File: src/rtl/alu_op_dispatcher.sv
// ALU unit initiator: issues one command at a time, waits for the unit flag; optional WAIT abort under DISPATCH_TIMEOUT_EN.
// Result valid two cycles after accept for a unit flagging one cycle after enable; held while res_ready is low, no new command meanwhile.
module alu_op_dispatcher #(
    parameter int WIDTH       = 16,
    parameter int TIMEOUT_CYC = 15,
    parameter int CNT_W       = 4
) (
    input  logic                 clk,
    input  logic                 rst,
    input  logic                 cmd_valid,
    output logic                 cmd_ready,
    input  logic [WIDTH-1:0]     cmd_A,
    input  logic [WIDTH-1:0]     cmd_B,
    input  logic [3:0]           cmd_FUN,
    output logic [WIDTH-1:0]     A,
    output logic [WIDTH-1:0]     B,
    output logic [1:0]           ALU_FUN,
    output logic [3:0]           unit_en,
    input  logic [4*WIDTH-1:0]   unit_out,
    input  logic [3:0]           unit_flag,
    output logic                 res_valid,
    input  logic                 res_ready,
    output logic [WIDTH-1:0]     res_data,
    output logic [1:0]           res_unit,
    output logic                 res_err
);

    typedef enum logic [1:0] {IDLE, ISSUE, WAIT, HOLD} state_t;

    state_t           state;
    state_t           state_nxt;
    logic             accept;
    logic             capture;
    logic             abort;
    logic             flag_sel;
    logic             expire;
    logic [WIDTH-1:0] sel_out;

    generate
        if (TIMEOUT_CYC >= (1 << CNT_W)) begin : g_cfg_check
            $error("TIMEOUT_CYC must be below 2**CNT_W");
        end
    endgenerate

    // res_unit doubles as the selected-unit register for the whole transaction
    assign flag_sel = unit_flag[res_unit];
    assign sel_out  = unit_out[res_unit*WIDTH +: WIDTH];

`ifdef DISPATCH_TIMEOUT_EN
    logic [CNT_W-1:0] cnt;

    assign expire = (cnt == CNT_W'(TIMEOUT_CYC - 1));

    always_ff @(posedge clk or negedge rst) begin
        if (!rst) begin
            cnt <= '0;
        end else if (state == ISSUE) begin
            cnt <= '0;
        end else if (state == WAIT) begin
            cnt <= cnt + 1'b1;
        end
    end

    always_ff @(posedge clk or negedge rst) begin
        if (!rst) begin
            res_err <= 1'b0;
        end else if (capture) begin
            res_err <= 1'b0;
        end else if (abort) begin
            res_err <= 1'b1;
        end
    end
`else
    assign expire  = 1'b0;
    assign res_err = 1'b0;
`endif

    always_ff @(posedge clk or negedge rst) begin
        if (!rst) begin
            state <= IDLE;
        end else begin
            state <= state_nxt;
        end
    end

    always_comb begin
        state_nxt = state;
        accept    = 1'b0;
        capture   = 1'b0;
        abort     = 1'b0;
        case (state)
            IDLE: begin
                if (cmd_valid) begin
                    accept    = 1'b1;
                    state_nxt = ISSUE;
                end
            end
            ISSUE: state_nxt = WAIT;
            WAIT: begin
                // a flag in the expiry cycle still counts as a normal result
                if (flag_sel) begin
                    capture   = 1'b1;
                    state_nxt = HOLD;
                end else if (expire) begin
                    abort     = 1'b1;
                    state_nxt = HOLD;
                end
            end
            HOLD: begin
                if (res_ready) begin
                    state_nxt = IDLE;
                end
            end
            default: state_nxt = IDLE;
        endcase
    end

    always_ff @(posedge clk or negedge rst) begin
        if (!rst) begin
            A        <= '0;
            B        <= '0;
            ALU_FUN  <= 2'b00;
            res_unit <= 2'b00;
            res_data <= '0;
        end else begin
            if (accept) begin
                A        <= cmd_A;
                B        <= cmd_B;
                ALU_FUN  <= cmd_FUN[1:0];
                res_unit <= cmd_FUN[3:2];
            end
            if (capture) begin
                res_data <= sel_out;
            end else if (abort) begin
                res_data <= '0;
            end
        end
    end

    // cmd_ready is gated by rst so every output reads 0 while reset is held
    assign cmd_ready = rst && (state == IDLE);
    assign unit_en   = (state == ISSUE) ? (4'b0001 << res_unit) : 4'b0000;
    assign res_valid = (state == HOLD);

endmodule

File: config.mk
export PLATFORM = sky130hd
export DESIGN_NAME = alu_op_dispatcher
export DESIGN_NICKNAME = d
export VERILOG_FILES = /design/src/rtl/alu_op_dispatcher.sv
export SDC_FILE = /design/constraint.sdc
export NUM_CORES = 1
export LEC_CHECK = 0
export ABC_AREA = 1
export CAP_MARGIN = 30
export CORE_ASPECT_RATIO = 1.2
export CORE_MARGIN = 3
export CORE_UTILIZATION = 40
export DETAILED_ROUTE_END_ITERATION = 10
export GPL_TIMING_DRIVEN = 0
export PLACE_DENSITY = 0.85
export SLEW_MARGIN = 15
export SYNTH_ARGS = -nofsm -noshare
export SYNTH_HDL_FRONTEND = slang
export SYNTH_SLANG_ARGS = --single-unit
File: constraint.sdc
create_clock -name clk -period 2.65 [get_ports clk]
set_input_delay 0.3975 -clock clk [delete_from_list [all_inputs] [get_ports clk]]
set_output_delay 0.3975 -clock clk [all_outputs]
set_load 0.01 [all_outputs]
* Yosys cells after proc, flatten, opt, wreduce, memory -nomap -nowiden
Cells that the tools add are included.
** Word-level totals
- Register bits :: 54
- Output and inout bits :: 59
- Logic and storage cells :: 30
** Cells by class
- Order comparisons :: 1
- Equal/unequal tests :: 6
- Shift-type cells :: 2
- Multiplexer cells :: 12
- Reduce and logical (&&, ||, !) cells :: 3
** Operator list (number)
- indexed part select 64 x 7 -> 16 bit :: 1
- 2-to-1 mux 16 bit :: 1
- one-hot mux 2 bit (4 select lines) :: 1
- 2-to-1 mux 2 bit :: 3
- 2-to-1 mux 1 bit :: 5
- equality test 2 bit (second input constant) :: 2
- 2-to-1 mux 4 bit :: 1
- != test 2 bit (second input constant) :: 2
- left shift 1 x 2 -> 4 bit (first input constant) :: 1
- < comparator 2 x 3 -> 1 bit (second input constant) :: 1
- AND reduction 3 bit :: 1
- binary-select mux 1 bit (select 2 bit) :: 1
- equality test 2 x 1 -> 1 bit (second input constant) :: 1
- logical NOT 2 bit :: 1
- != test 2 x 1 -> 1 bit (second input constant) :: 1
- logical AND 1 bit :: 1

* Logic depth before layout (Yosys ltp)
- Word-level depth :: 5
- Depth in mapped cells :: 10
- Mapped depth without buffers :: 8

* Least setup slack after synthesis
Ideal clock, no wire load.
- Kind :: register -> output
- From :: reg res_unit[1]
- To :: out unit_en[2]
- Arrival time :: 1.136 ns
- Required time :: 2.253 ns
- Slack :: 1.116 ns
- Cell stages (with the launch flop) :: 5
- Path buffers :: 2
- Cells stage by stage :: dfrtp_1 -> buf_2 -> inv_4 -> buf_2 -> nor3_1
** Between the ends
- Longest elaborated chain between the ends :: 2
** Ends and longest elaborated chain
- start: declaration :: line 24 : output logic [1:0] res_unit,
- start signal: assignment :: line 130 : res_unit <= cmd_FUN[3:2];
- left shift 1 x 2 -> 4 bit :: line 142 : assign unit_en = (state == ISSUE) ? (4'b0001 << res_unit) : 4'b0000;
- 2-to-1 mux 4 bit :: line 142
- end: declaration :: line 18 : output logic [3:0] unit_en,
Every way passes these cells.

* Worst setup path in the final report
- From :: reg res_unit[1]
- To :: out unit_en[3]
The elaborated chain is that of the path after synthesis.

==> run_results.csv <==
group,metric,value,unit
outcome,status,"completed",
synth,syn-cell-area,2810,um^2
cts,ctsResizeCount,0,
timing,finalHoldViolations,0,
place,hpwl,7080,um
critical_path,cp_cell_sequence,"buf_2, inv_4, buf_2, nor3_1, clkdlybuf4s50_1",
power,p_per_area,1060,nW/um^2
floorplanning,rows,32,
route,dr.first_iter.drc_count,98,
timing,final-setup-viol-count,0,
power,cellLeakagePower,2.02,nW
power,power,4.94,mW
final_layout,syn2layout_area_growth,66.4,%
cts,hold_buffers,0,
critical_path,startpoint_type,"flip-flop",
global_route,antenna_found_initial,0,
timing,tns,0,ns
critical_path,critical_path_class,"flip-flop to output pin",
place,gp_congestion,0.824,
route,postRouteAntennaNets,0,
synth,synth_warnings,0,
synth,ys_seq_area_share,48.0,%
run,cap_violations,0,
critical_path,crit_fanout,10,
final_layout,final_common_cell,"clkdlybuf4s50_1",
cts,cts_buffer_depth,2,
timing,period_share,87.7,%
route,wl_per_cell,16.5,um
global_route,gr-total-overflow,0,
final_layout,n_antenna_cell,0,
critical_path,slowest_stage,"clkdlybuf4s50_1",
route,viasPerCell,5.13,
cts,cts_sinks,54,
critical_path,crit_path_frequent_cell,"buf_2",
critical_path,worst_setup_path_end_kind,"output pin",
place,portBuffers,165,
global_route,track_usage,21.6,%
critical_path,path_delay_family,"buffers and inverters",
route,vias,2769,
route,dr.pass1.iters,4,
synth,syn_inst,283,
timing,skew,0.00681,ns
critical_path,cp.buffers_inverters,4,
timing,slew_headroom,54.6,%
min_path,hp-class,"primary input to async pin",
cts,cts_tree,"built",
cts,htreeDepth,2,
floorplanning,die_area,8080,um^2
timing,slew_violations,0,
timing,rsz0062_at_grt,"no",
critical_path,startpoint,"res_unit[1]",
route,routed_wl,8920,um
place,post_dp_cell_area,4570,um^2
cts,post_cts_buffers,0,
synth,syn-num-nets,395,
synth,synth_cell_type_count,24,
final_layout,fill_cells,492,
cts,path_clk_slew,0.09,ns
timing,fmax,430,MHz
floorplanning,die_h,97.9,um
final_layout,fin_nets,567,
synth,avgSynthCellArea,9.94,um^2
cts,cts_buffers,5,
floorplanning,coreArea,6610,um^2
global_route,grt_pass1_vias,2855,
critical_path,worst_path_largest_cell_delay,0.56,ns
critical_path,critPathArrivalTime,1.93,ns
critical_path,r2r-start,"state[0]",
final_layout,design_area,4680,um^2
final_layout,final_cell_mix,"clkdlybuf4s50_1 (164), nand3_1 (83), dfrtp_1 (54)",
cts,ctsRootBufferMaster,"clkbuf_8",
floorplanning,ioPinCount,167,
power,peakVddDrop,672,uV
floorplanning,fp.dieW,82.6,um
synth,synth_seq_cells,54,
final_layout,multi_input_area,1270,um^2
critical_path,cp.required,2.25,ns
timing,worstMarginPinSlew,0.680,ns
final_layout,layout-drive-gt1-share,15.2,%
route,post-route-drc-count,0,
timing,period_needed,2.32,ns
cts,insertion_delay,0.30,ns
global_route,grt_max_degree,56,
floorplanning,initial_core_util,42.6,%
final_layout,seqCellArea,1350,um^2
global_route,grt_pass1_wl,13700,um
==> layer usage <==
| layer | vias up | share of wire, % | GRT usage [%] | wire length [um] |
|---|---|---|---|---|
| li1 | 1325 | - | - | - |
| met4 | 0 | 1.6 | 5.16 | 140 |
| met5 | - | 0 | 0 | 0 |
| met3 | 14 | 13 | 8.86 | 1150 |
| met1 | 1281 | 38 | 24.0 | 3370 |
| met2 | 149 | 48 | 37.6 | 4260 |
==> synthesized netlist by cell type <==
cell type / count / area share, %
conb_1: 1 / 0.13
inv_1: 7 / 0.93
a21oi_1: 2 / 0.36
nor3_1: 4 / 0.71
clkbuf_1: 1 / 0.13
nand2_4: 2 / 0.80
nand2_2: 14 / 3.1
mux2_2: 18 / 7.2
nand2_8: 2 / 1.4
inv_4: 1 / 0.22
nand4_1: 16 / 3.6
dfrtp_1: 54 / 48
or2_2: 1 / 0.22
nor2_1: 2 / 0.27
buf_8: 1 / 0.53
buf_6: 3 / 1.2
nand3_1: 83 / 15
nand2_1: 31 / 4.1
ha_1: 4 / 1.8
mux2_1: 16 / 6.4
inv_8: 1 / 0.40
buf_4: 3 / 0.80
buf_2: 15 / 2.7
o22ai_1: 1 / 0.22
==> through the flow <==
step | hold WS (ns) | utilization [%] | setup WS (ns) | cells
after floorplan | 0.102 | - | 1.12 | 283
after global placement | 0.469 | 69.2 | -1.17 | 533
after detailed placement | 0.475 | 69.2 | 0.518 | 533
after CTS | 0.154 | 70.9 | 0.315 | 540
after global routing | 0.172 | 70.9 | 0.188 | 540
final | 0.137 | 70.9 | 0.325 | 540
==> worst paths after layout <==
check	cells after the start	end	slack [ns]
min in group clk	2	res_data[1]	0.49
max in group asynchronous	1	res_data[15]	2.06
hold / removal	1	res_data[11]	0.14
setup / recovery	5	unit_en[3]	0.33
setup reg to reg	6	B[3]	1.00
hold reg to reg	2	res_data[1]	0.49
==> cell type report <==
type                       count  area share [%]
clock inverter                 1           0.641
inverter                       9           0.935
clock buffer                   6            1.76
tap                           85            2.27
multi-input combinational    197            27.1
buffer                        23            3.21
timing repair buffer         165            35.2
sequential                    54            28.9
==> report_power, final <==
group	leakage (nW)	total [mW]	switching, mW	internal (mW)
combinational	1.31	2.93	1.43	1.50
clock	0.0573	0.556	0.254	0.303
sequential	0.650	1.45	0.225	1.23
==> kinds of logic (layout without fill, tap and decap cells) <==
group                    Yosys count  count (layout)  share of synthesized area, %
AO/OA/AOI/OAI                      3               3                         0.578
adder cells (fa/ha/maj)            4               4                          1.78
buffers and inverters             32             204                          6.89
flip-flops                        54              54                          48.0
multiplexers                      34              34                          13.6
other                              1               1                         0.133
AND/OR/NAND/NOR                  155             155                          29.0
==> registers in the layout, summed over array words and instances (netlist names) <==
register	flops
A	16
res_unit	2
ALU_FUN	2
B	16
res_data	16
state	2
Power figures use the tool's default switching activity.
